**config.mk**
```make
export PLATFORM = sky130hd
export DESIGN_NAME = prt_dptx_trn_gen
export DESIGN_NICKNAME = d
export VERILOG_FILES = /design/src/rtl/prt_dp_pkg.sv /design/src/rtl/prt_dptx_trn_sym.sv /design/src/rtl/prt_dptx_trn_gen.sv
export SDC_FILE = /design/constraint.sdc
export NUM_CORES = 1
export LEC_CHECK = 0
export CORE_UTILIZATION = 45
export CTS_CLUSTER_SIZE = 16
export DETAILED_ROUTE_END_ITERATION = 8
export PLACE_DENSITY_LB_ADDON = 0.2
export SYNTH_ARGS = -nofsm -noshare
export SYNTH_HDL_FRONTEND = slang
export SYNTH_SLANG_ARGS = --single-unit
```
**constraint.sdc**
```tcl
create_clock -name CLK_IN -period 4.8 [get_ports CLK_IN]
set_input_delay 1.44 -clock CLK_IN [delete_from_list [all_inputs] [get_ports CLK_IN]]
set_output_delay 1.44 -clock CLK_IN [all_outputs]
set_load 0.02 [all_outputs]
```
**src/rtl/prt_dp_pkg.sv**
```systemverilog
// Shared DP TX symbol codes and training-pattern type for the link-domain generators.
package prt_dp_pkg;

  localparam logic [7:0] K28_5     = 8'hBC;
  localparam logic [7:0] K28_0     = 8'h1C;
  localparam logic [7:0] D10_2     = 8'h4A;
  localparam logic [7:0] D11_6     = 8'hCB;
  localparam logic [7:0] VBID_IDLE = 8'h09;

  typedef enum logic [1:0] {
    TPS_IDLE = 2'd0,
    TPS_1    = 2'd1,
    TPS_2    = 2'd2
  } tps_e;

  // Reserved encoding 3 falls back to TPS1.
  function automatic tps_e tps_decode(input logic [1:0] cfg);
    case (cfg)
      2'd0:    return TPS_IDLE;
      2'd2:    return TPS_2;
      default: return TPS_1;
    endcase
  endfunction

endpackage

```
**src/rtl/prt_dptx_trn_sym.sv**
```systemverilog
// Maps (pattern, symbol position, SR slot) to one 9-bit {K, data} symbol.
module prt_dptx_trn_sym
  import prt_dp_pkg::*;
#(
  parameter int P_POS_W = 4
) (
  input  tps_e               tps,
  input  logic [P_POS_W-1:0] pos,
  input  logic               sr,
  output logic [8:0]         sym
);

  always_comb begin
    sym = 9'h000;
    case (tps)
      TPS_1: sym = {1'b0, D10_2};
      TPS_2: begin
        if (pos == P_POS_W'(0) || pos == P_POS_W'(2))      sym = {1'b1, K28_5};
        else if (pos == P_POS_W'(1) || pos == P_POS_W'(3)) sym = {1'b0, D11_6};
        else                                               sym = {1'b0, D10_2};
      end
      default: begin
        // Idle: BS/SR, VB-ID, then Mvid/Maud and filler are all 0x00/D.
        if (pos == P_POS_W'(0))      sym = {1'b1, sr ? K28_0 : K28_5};
        else if (pos == P_POS_W'(1)) sym = {1'b0, VBID_IDLE};
      end
    endcase
  end

endmodule

```
**src/rtl/prt_dptx_trn_gen.sv**
```systemverilog
// DP TX training / idle pattern generator; identical stream on every lane, pattern
// changes held off until a TPS2 block boundary.
module prt_dptx_trn_gen
  import prt_dp_pkg::*;
#(
  parameter int P_LANES    = 4,
  parameter int P_SPL      = 2,
  parameter int P_IDLE_PER = 8192,
  parameter int P_SR_PER   = 512
) (
  input  logic                       CLK_IN,
  input  logic                       RST_IN,
  input  logic                       CFG_EN_IN,
  input  logic [1:0]                 CFG_TPS_IN,
  input  logic                       CFG_UPD_IN,
  output logic [1:0]                 STA_TPS_OUT,
  output logic                       STA_PEND_OUT,
  output logic [P_LANES*P_SPL*9-1:0] LNK_DAT_OUT,
  output logic                       LNK_BS_OUT
);

  localparam int SC_W  = $clog2(P_IDLE_PER);
  localparam int BS_W  = $clog2(P_SR_PER);
  localparam int POS_W = (SC_W > 4) ? SC_W : 4;

  tps_e                              act_q, pend_tps_q, cur_tps;
  logic                              pend_q, apply, slot, sr;
  logic [3:0]                        idx_q, cur_idx, idx_nxt;
  logic [4:0]                        idx_sum;
  logic [SC_W-1:0]                   sc_q, cur_sc;
  logic [BS_W-1:0]                   bs_cnt_q;
  logic [P_SPL-1:0][8:0]             sym;
  logic [P_LANES-1:0][P_SPL-1:0][8:0] dat_q;
  logic                              bs_q;

  // State counters hold the position of the next symbol to emit, so an apply
  // swaps pattern and restarts at index 0 on the very clock it takes effect.
  always_comb begin
    apply   = pend_q && (act_q != TPS_2 || idx_q == 4'd0);
    cur_tps = apply ? pend_tps_q : act_q;
    cur_idx = apply ? 4'd0 : idx_q;
    cur_sc  = apply ? '0 : sc_q;
    idx_sum = {1'b0, cur_idx} + 5'(P_SPL);
    idx_nxt = (idx_sum >= 5'd10) ? 4'(idx_sum - 5'd10) : idx_sum[3:0];
    slot    = CFG_EN_IN && cur_tps == TPS_IDLE && cur_sc == '0;
    sr      = bs_cnt_q == '0;
  end

  for (genvar j = 0; j < P_SPL; j++) begin : g_sym
    logic [4:0]       tsum;
    logic [POS_W-1:0] pos;
    always_comb begin
      tsum = {1'b0, cur_idx} + 5'(j);
      if (cur_tps == TPS_2) pos = POS_W'((tsum >= 5'd10) ? tsum - 5'd10 : tsum);
      else                  pos = POS_W'(cur_sc) + POS_W'(j);
    end
    prt_dptx_trn_sym #(.P_POS_W(POS_W)) u_sym (
      .tps (cur_tps),
      .pos (pos),
      .sr  (sr),
      .sym (sym[j])
    );
  end

  always_ff @(posedge CLK_IN) begin
    if (RST_IN) begin
      act_q      <= TPS_IDLE;
      pend_tps_q <= TPS_IDLE;
      pend_q     <= 1'b0;
      idx_q      <= '0;
      sc_q       <= '0;
      bs_cnt_q   <= '0;
      dat_q      <= '0;
      bs_q       <= 1'b0;
    end else begin
      // A strobe landing on an apply clock becomes the next pending request.
      if (CFG_UPD_IN) begin
        pend_q     <= 1'b1;
        pend_tps_q <= tps_decode(CFG_TPS_IN);
      end else if (apply) begin
        pend_q <= 1'b0;
      end
      act_q <= cur_tps;
      if (!CFG_EN_IN) begin
        idx_q    <= '0;
        sc_q     <= '0;
        bs_cnt_q <= '0;
        dat_q    <= '0;
        bs_q     <= 1'b0;
      end else begin
        idx_q <= (cur_tps == TPS_2) ? idx_nxt : 4'd0;
        sc_q  <= (cur_tps == TPS_IDLE) ? cur_sc + SC_W'(P_SPL) : '0;
        if (slot) bs_cnt_q <= bs_cnt_q + 1'b1;
        dat_q <= {P_LANES{sym}};
        bs_q  <= slot;
      end
    end
  end

  assign STA_TPS_OUT  = act_q;
  assign STA_PEND_OUT = pend_q;
  assign LNK_DAT_OUT  = dat_q;
  assign LNK_BS_OUT   = bs_q;

endmodule

```
# == Word level (Yosys, flattened, before mapping) ==
# Index checks and enable logic that the tools add are counted.
# word_totals
register_bits,50
in_bits,6
output_inout_bits,76
word_cells,74
# op_classes
magnitude_cmp,3
bitwise,3
n_eq_ne,10
mux,22
n_reduce_logical,19
n_addsub,8
# ops
operator,n
2-to-1 mux 13 bit,5
"equality test 13 x 2 -> 1 bit, second input constant",4
zero test 13 bit,3
2-to-1 mux 9 bit,4
case mux 9 bit (2 select lines),2
"equality test 13 x 1 -> 1 bit, second input constant",2
2-to-1 mux 8 bit,3
2-to-1 mux 4 bit,4
"adder 13 x 1 -> 13 bit, second input constant",1
"adder 13 x 2 -> 13 bit, second input constant",1
">= comparator 5 x 4 -> 1 bit, second input constant",2
"adder 9 x 1 -> 9 bit, second input constant",1
zero test 9 bit,1
OR reduction 3 bit,2
"subtractor 5 x 4 -> 6 bit, second input constant",1
"adder 4 x 1 -> 5 bit, second input constant",1
"adder 4 x 2 -> 5 bit, second input constant",1
logical OR 1 bit,5
"subtractor 4 x 4 -> 5 bit, second input constant",1
"equality test 2 bit, second input constant",2
">= comparator 4 bit, second input constant",1
zero test 2 bit,2
zero test 4 bit,1
case mux 2 bit (2 select lines),1
9 further kinds,14

# == Longest topological paths before layout ==
# logic_depth
depth_word,13
mapped_depth,19
mapped_depth_nobuf,17

# == By module ==
# A second synthesis with hierarchy kept.
# hier_totals
cells_unflattened,423
area_unflattened_um2,3542.1
# modules_own_cells
module,instances,area_per_inst_um2,cells_each,seq_area_each_um2
prt_dptx_trn_gen,1,3166.8,371,1001.0
prt_dptx_trn_sym,2,187.7,26,0.0

# == Worst setup path after synthesis ==
# No wires, ideal clock.
# synth_timing
kind,register to register
startpoint,"register act_q[0], in the netlist STA_TPS_OUT[0]"
endpoint,"register dat_q, in the netlist LNK_DAT_OUT[69]"
required_ps,4670
setup_slack_ps,1586
n_path_buf,2
setup_time_ps,130
arrival_time_ps,3084
stages_incl_launch_ff,19
period_less_slack_ps,3214
path_cell_list,dfxtp_1 nand2b_1 buf_4 o21ai_4 buf_2 nand2_1 inv_1 ha_1 nor2b_1 a31oi_1 nand2_1 inv_1 ha_1 nand2b_1 a221oi_1 o311ai_1 o311a_1 a2111oi_1 nor4_1
# synth_between
elab_chain_len,12
elab_cells_between_ends,20
classes_between,add/sub (3); order compare (1); eq/ne (4); mux (8); reduce/logical (4)
# synth_rtl
item,line_no,rtl
from (decl),prt_dptx_trn_gen.sv:26,"tps_e act_q, pend_tps_q, cur_tps;"
from (signal assigned),prt_dptx_trn_gen.sv:83,act_q <= cur_tps;
!= test 2 bit (*),prt_dptx_trn_gen.sv:39,apply = pend_q && (act_q != TPS_2 || idx_q == 4'd0);
logical OR 1 bit (*),prt_dptx_trn_gen.sv:39,
logical AND 1 bit (*),prt_dptx_trn_gen.sv:39,
2-to-1 mux 4 bit (*),prt_dptx_trn_gen.sv:41,cur_idx = apply ? 4'd0 : idx_q;
named net cur_idx[0],prt_dptx_trn_gen.sv:28,"logic [3:0] idx_q, cur_idx, idx_nxt;"
adder 4 x 1 -> 5 bit (*),prt_dptx_trn_gen.sv:53,"tsum = {1'b0, cur_idx} + 5'(j);"
subtractor 5 x 4 -> 6 bit / >= comparator 5 x 4 -> 1 bit (equally long branches),prt_dptx_trn_gen.sv:54,if (cur_tps == TPS_2) pos = POS_W'((tsum >= 5'd10) ? tsum - 5'd10 : tsum);
2-to-1 mux 13 bit (*) (2 in a row),prt_dptx_trn_gen.sv:54,
equality test 13 x 2 -> 1 bit / zero test 13 bit (equally long branches),"prt_dptx_trn_sym.sv:18, prt_dptx_trn_sym.sv:24",
logical OR 1 bit,prt_dptx_trn_sym.sv:18,"if (pos == P_POS_W'(0) || pos == P_POS_W'(2)) sym = {1'b1, K28_5};"
2-to-1 mux 9 bit,prt_dptx_trn_sym.sv:18,
case mux 9 bit (2 select lines) (*),prt_dptx_trn_sym.sv:15,case (tps)
to (signal assigned),prt_dptx_trn_gen.sv:94,dat_q <= {P_LANES{sym}};
to (decl),prt_dptx_trn_gen.sv:33,logic [P_LANES-1:0][P_SPL-1:0][8:0] dat_q;
# The timed path passes the listed nets; every way through them passes the cells marked *.
# A chain may end at the register's enable or synchronous reset.

# == Worst setup path in the final report ==
# layout_timing
startpoint,"register act_q[0], in the netlist STA_TPS_OUT[0]"
endpoint,"register dat_q, in the netlist LNK_DAT_OUT[69]"
# layout_between
elab_chain_len,12
elab_cells_between_ends,20
classes_between,add/sub (3); order compare (1); eq/ne (4); mux (8); reduce/logical (4)
# layout_rtl
item,line_no
!= test 2 bit,prt_dptx_trn_gen.sv:39
logical OR 1 bit,prt_dptx_trn_gen.sv:39
logical AND 1 bit,prt_dptx_trn_gen.sv:39
2-to-1 mux 4 bit,prt_dptx_trn_gen.sv:41
adder 4 x 1 -> 5 bit,prt_dptx_trn_gen.sv:53
subtractor 5 x 4 -> 6 bit / >= comparator 5 x 4 -> 1 bit (equally long branches),prt_dptx_trn_gen.sv:54
2-to-1 mux 13 bit (2 in a row),prt_dptx_trn_gen.sv:54
equality test 13 x 2 -> 1 bit / zero test 13 bit (equally long branches),"prt_dptx_trn_sym.sv:18, prt_dptx_trn_sym.sv:24"
logical OR 1 bit,prt_dptx_trn_sym.sv:18
2-to-1 mux 9 bit,prt_dptx_trn_sym.sv:18
case mux 9 bit (2 select lines) (*),prt_dptx_trn_sym.sv:15
# Mark *: on every way between the ends. The rest lies on a longest branch, timed or not.

==> metrics <==
status complete, but fails checks; failing checks DRC; Post-CTS Setup Inserts 0; post-layout min period 3690 ps; HP Class reg -> reg; RSZ-0062 raised after global routing false; Die W 84.4 um; number of remaining DRC errors 10; fraction of registers with async set/reset 0%; Post-Syn Instances 374; clock share of power 32.9%; synthesis-to-finish area growth 16.2%; TritonCTS Buffers 5; Clock Skew 7.68 ps; critical path capture point type flop; Power Density 205 mW/mm^2; Syn. warnings 0; Port Buffer Count 81; mapped cell area 0.00306 mm^2; area of the multi-input gates 0.00160 mm^2; r2r startpoint STA_TPS_OUT[0]$_SDFF_PP0_; fillers 616; final non-filler cell total 471; NetSw 0.193 mW; setup TNS 0 ps; Top FF cell, synth dfxtp_1; routability congestion estimate 0.958; die area 0.00713 mm^2; Largest stage delay, worst path 470 ps; Critical Path AT 3840 ps; layout cells sized above 1 5.58%; DP HPWL 4830 um; post-place setup slack 1180 ps; Pleak 1.36 nW; Int Power 0.537 mW; DRT Wirelength 6230 um; total gr overflow 0; Total Power 0.730 mW; Final WS setup 1110 ps; fin util 55.0%; kind of critical path reg -> reg; number of synthesized flops with an enable pin 0; Cell Rows 29; TritonCTS clock tree yes; Antenna Violating Nets Remaining 0; Syn Nets 395; slew of the pin with the lowest slew margin 618 ps; vias in the first global route 2,158; first-pass GRT wire length 10,300 um; CP Cell Sequence nand2b_1 -> o21ai_4 -> nand2_1 -> inv_1 -> ha_1 -> nor2b_1 -> a31oi_1 -> nand2_1 -> inv_1 -> ha_1 -> nand2b_1 -> a221oi_1 -> o311ai_1 -> o311a_1 -> a2111oi_1 -> nor4_1; Final Net Count 414; # diodes 0; Critical Path Source Type flop; routed via count 2,460; Fmax 271 MHz; Final setup viols 0; final worst path period share 76.8%; Worst-path clk slew 80 ps; Comb power frac 14.9%; sw frac 26.4%; initial core utilization 47.3%; worst vdd ir 128 uV; FF+latch area 881 um^2; initial DRC count 133; Mean Syn Cell Area 8.18 um^2; DRT Pass-1 Iters 6; vias per cell 5.22; Max stage delay cell, worst path o21ai_4; sequential-to-total area share from yosys stat 28.8%; cell family with most CP delay compound AO/OA/AOI/OAI gates; CTS resizes 0; H-tree levels 2; Slew headroom 58.8%; Seq pwr share 52.1%; initial antenna violation count 0; placed instance area 0.00346 mm^2; worst path bufs/invs 2; wire per inst 13.2 um; Die Ht 84.4 um; Hold Crit Start pend_tps_q[1]$_SDFFE_PP0P_; Finished Cell Area 0.00355 mm^2; Final Max Tran Viols 0; Placed Cells 463; Worst-Skew Late Latency 290 ps; clock root buffer clkbuf_8; largest net degree at the start of global routing 17; Num Clock Sinks 44; worst hold margin 492 ps; synth unique cells 65; core area 0.00646 mm^2; # IOs 82; Data required, critical path 4950 ps; Max Cap Viol 0; worst-path fanout max 14; Max Root-Sink Buffers 2; post-synthesis register bit count 44; Fin. Hold Viols 0; CP Launch Point STA_TPS_OUT[0]$_SDFF_PP0_; hold_buf cts 0; GRT Resource Usage Total 18.0%
[flip-flops by register name (all words and copies together), names as in the netlist]
signal / cells
sc_q: 13
LNK_DAT_OUT: 12
bs_cnt_q: 9
idx_q: 4
STA_TPS_OUT: 2
pend_tps_q: 2
LNK_BS_OUT: 1
STA_PEND_OUT: 1
[metal layers]
metal / up-vias / track usage (%) / routed length, um / part of all wire (%)
met5: - / 0 / 0 / 0
met4: 0 / 5.24 / 93 / 1.5
met3: 10 / 4.13 / 312 / 5.0
met2: 70 / 32.0 / 2960 / 48
met1: 1122 / 21.7 / 2860 / 46
li1: 1258 / - / - / -
[power by group through the flow]
stage | Combinational, mW | Sequential, mW | Clock, mW
after floorplan | 0.0750 | 0.392 | 0
after global placement | 0.109 | 0.389 | 0
after detailed placement | 0.109 | 0.389 | 0
after CTS | 0.110 | 0.381 | 0.250
after global routing | 0.117 | 0.382 | 0.266
final | 0.109 | 0.380 | 0.240
[worst register-to-register path, cell delays in order (launching register included)]
cell	delay [ps]
dfxtp_1	330
nand2b_1	300
o21ai_4	470
nand2_1	210
inv_1	140
ha_1	260
nor2b_1	200
a31oi_1	70
nand2_1	110
inv_1	50
ha_1	230
nand2b_1	160
a221oi_1	220
o311ai_1	160
o311a_1	190
a2111oi_1	360
nor4_1	100
[cell families (layout without fill, tap and decap cells)]
group	after synthesis	count (layout)	share of synthesized area [%]
adders and majority gates	15	15	6.14
AOI/OAI and AO/OA	59	59	14.0
xor gates and xnor gates	18	18	5.16
and+or+nand+nor	144	144	24.8
muxes	7	7	2.33
DFF	44	44	28.8
buffers and inverters	87	107	18.8
[cell type report]
class                           instances  share of cell area (%)
Multi-Input combinational cell        243                    45.1
Clock inverter                          1                   0.211
Inverter                               18                    1.90
Clock buffer                            7                    2.43
Tap cell                               77                    2.71
Timing Repair Buffer                   81                    22.8
Sequential cell                        44                    24.8
[synth_stat cells, types with 4 or more instances]
| cell type | instances | area share (%) |
|---|---|---|
| nor3_1 | 9 | 1.5 |
| nor2b_1 | 7 | 1.4 |
| a21oi_1 | 16 | 2.6 |
| nor4_1 | 5 | 1.0 |
| o21a_1 | 4 | 0.98 |
| nand2b_1 | 6 | 1.2 |
| xor2_1 | 11 | 3.2 |
| nand2_1 | 32 | 3.9 |
| buf_4 | 61 | 15 |
| dfxtp_1 | 44 | 29 |
| xnor2_1 | 7 | 2.0 |
| o21ai_0 | 8 | 1.3 |
| nand4_1 | 5 | 1.0 |
| nor2_1 | 41 | 5.0 |
| mux2i_1 | 6 | 2.0 |
| ha_1 | 15 | 6.1 |
| or3_1 | 5 | 1.0 |
| inv_1 | 18 | 2.2 |
| nand3_1 | 13 | 2.1 |
[layout by cell type (no fill, tap or decap), types with 2 or more instances in the layout]
cell              n
nor3_1            9
nor4_1            5
nand3b_1          2
ha_1             15
nand3_2           2
or3_1             5
mux2i_1           6
and2_1            3
and3_1            3
nand4_1           5
nand2b_1          6
a21oi_1          16
o221ai_1          2
clkbuf_8          6
o21a_1            4
xnor2_1           7
nor2b_1           7
dfxtp_1          44
xor2_1           11
nor2_1           41
clkdlybuf4s50_1  81
o22ai_1           2
inv_1            18
a22oi_2           2
o21ai_0           8
a31oi_1           3
nand3_1          13
nand2_1          32
[worst paths after layout]
check	depth (start not counted)	end	slack [ps]
worst max-delay path	16	LNK_DAT_OUT[69]$_SDFF_PP0_	1110
worst min-delay path	2	pend_tps_q[1]$_SDFFE_PP0P_	490
worst max register to register	16	LNK_DAT_OUT[69]$_SDFF_PP0_	1110
worst min register to register	2	pend_tps_q[1]$_SDFFE_PP0P_	490
No activity file was read; power rests on OpenSTA's default activity.
==> RTL change, RTL diff (same settings) <==
Make the reset (`RST_IN`) asynchronous in one clocked block.
--- a/src/rtl/prt_dptx_trn_gen.sv
+++ b/src/rtl/prt_dptx_trn_gen.sv
@@ -64,3 +64,3 @@
 
-  always_ff @(posedge CLK_IN) begin
+  always_ff @(posedge CLK_IN or posedge RST_IN) begin
     if (RST_IN) begin
Formal check against the unedited RTL: differs if RST_IN is asserted again (counterexample within 4 cycles, from zero or initial values and one cycle with RST_IN high); with RST_IN held inactive, the same outputs for 10 cycles.
==> RTL change against the unedited design <==
- sequential cell count unchanged
- maximum frequency about the same
- critical endpoint is now LNK_DAT_OUT[16]$_DFF_PP0_
- worst setup slack got worse by 0.0026 ns
- routed wire length up 3.9%
- synthesized area grew 4.5%
- highest routed layer unchanged
- sequential share of layout area rose by 5.1 points
- design area increased by 3.8%
- critical path type unchanged
Power is not compared: it rests on default switching activity, and its combinational part moved more than twofold at a synthesized area within 25%.
==> RTL change: results (changes against the unedited design) <==
status:
  status: "completed"  # was finished, violations left
finish:
  stdcell_count: 469  # was 471
  buffer_area_frac: 0.222  # was 0.228
  syn2layout_area_growth_pct: 15.4  # was 16.2%
  num-clock-buffers: 8  # was 7
  signal_buffers: 82  # was 81
  multi_input_area_share: 0.403  # was 0.451
  seq_share: 0.299  # was 0.248
  nFillCells: 641  # was 616
  multi_input_cells: 220  # was 243
  layout.nets: 390  # was 414
  clkCellAreaFrac: 0.0244  # was 0.0264
  drive_above_1_share: 0.0509  # was 0.0558
drt:
  drt-met1-wl_um: 2820  # was 2860 um
  dr.pass1.iters: 4  # was 6
  wl_met3_um: 449  # was 312 um
  viasPerCell: 5.22  # about the same
  dr_wl_met2_um: 3130  # was 2960 um
placement:
  place_inst: 461  # was 463
  gp_congestion: 0.872  # was 0.958
  hpwlAfterDp_um: 4790  # was 4830 um
setup_path:
  cpPeakStageDelay_ns: 0.75  # was 0.47 ns
  rr_startpoint: "idx_q[1]$_DFF_PP0_"  # was STA_TPS_OUT[0]$_SDFF_PP0_
  critPathArrivalTime_ns: 3.88  # was 3.84 ns
  r2r_slack_ns: 1.11  # about the same
  rr_worst_depth: 8  # was 16
synth:
  synthCells: 361  # was 374
  synth_compound_area_frac: 0.116  # was 0.140
  synth_top_cells_by_area: "dfrtp_1 34%, buf_4 14%, ha_1 4.7%"  # was dfxtp_1 29%, buf_4 15%, ha_1 6.1%
  synth.area.mux_share: 0.0258  # was 0.0233
  synth-xor-area-share: 0.0658  # was 0.0516
  ys_top_cells_by_count: "61 x buf_4, 44 x dfrtp_1, 31 x nor2_1, 25 x nand2_1, 19 x inv_1"  # was 61 x buf_4, 44 x dfxtp_1, 41 x nor2_1, 32 x nand2_1, 18 x inv_1
  syn_nets: 379  # was 395
grt:
  grt_pass1_wl_um: 10800  # was 10300 um
  met3_usage: 0.0343  # was 0.0413
  use_met2: 0.315  # was 0.320
  met1_usage: 0.233  # was 0.217
floorplan:
  coreArea_um2: 6830  # was 6460 um^2
worst_hold_path:
  min_from: "pend_tps_q[0]$_DFFE_PP0P_"  # was pend_tps_q[1]$_SDFFE_PP0P_
  hold-path-endpoint: "pend_tps_q[0]$_DFFE_PP0P_"  # was pend_tps_q[1]$_SDFFE_PP0P_
  whs_path_depth: 1  # was 2
timing:
  worst_pin_slew_ns: 0.905  # was 0.618 ns
  whs_ns: 0.519  # was 0.492 ns
==> RTL change: changes by cell type in the layout (fill, tap and decap cells not counted), moves of 5 or more <==
cell | unedited run | this run
a21oi_1 | 16 | 7
and2_1 | 3 | 10
dfrtp_1 | 0 | 44
dfxtp_1 | 44 | 0
nand2_1 | 32 | 25
nand4_1 | 5 | 10
nor2_1 | 41 | 31
nor2b_1 | 7 | 2
xnor2_1 | 7 | 12
==> RTL change: how the worst max path moves through the flow <==
stage                                end  slack (ns)  cells after the start
2_1_floorplan  LNK_DAT_OUT[12]$_DFF_PP0_        1.83                     11
3_3_place_gp   LNK_DAT_OUT[16]$_DFF_PP0_        1.25                      8
3_5_place_dp   LNK_DAT_OUT[16]$_DFF_PP0_        1.13                      8
4_1_cts        LNK_DAT_OUT[16]$_DFF_PP0_        1.09                      8
5_1_grt        LNK_DAT_OUT[16]$_DFF_PP0_        0.76                      9
6_report       LNK_DAT_OUT[16]$_DFF_PP0_        1.11                      8
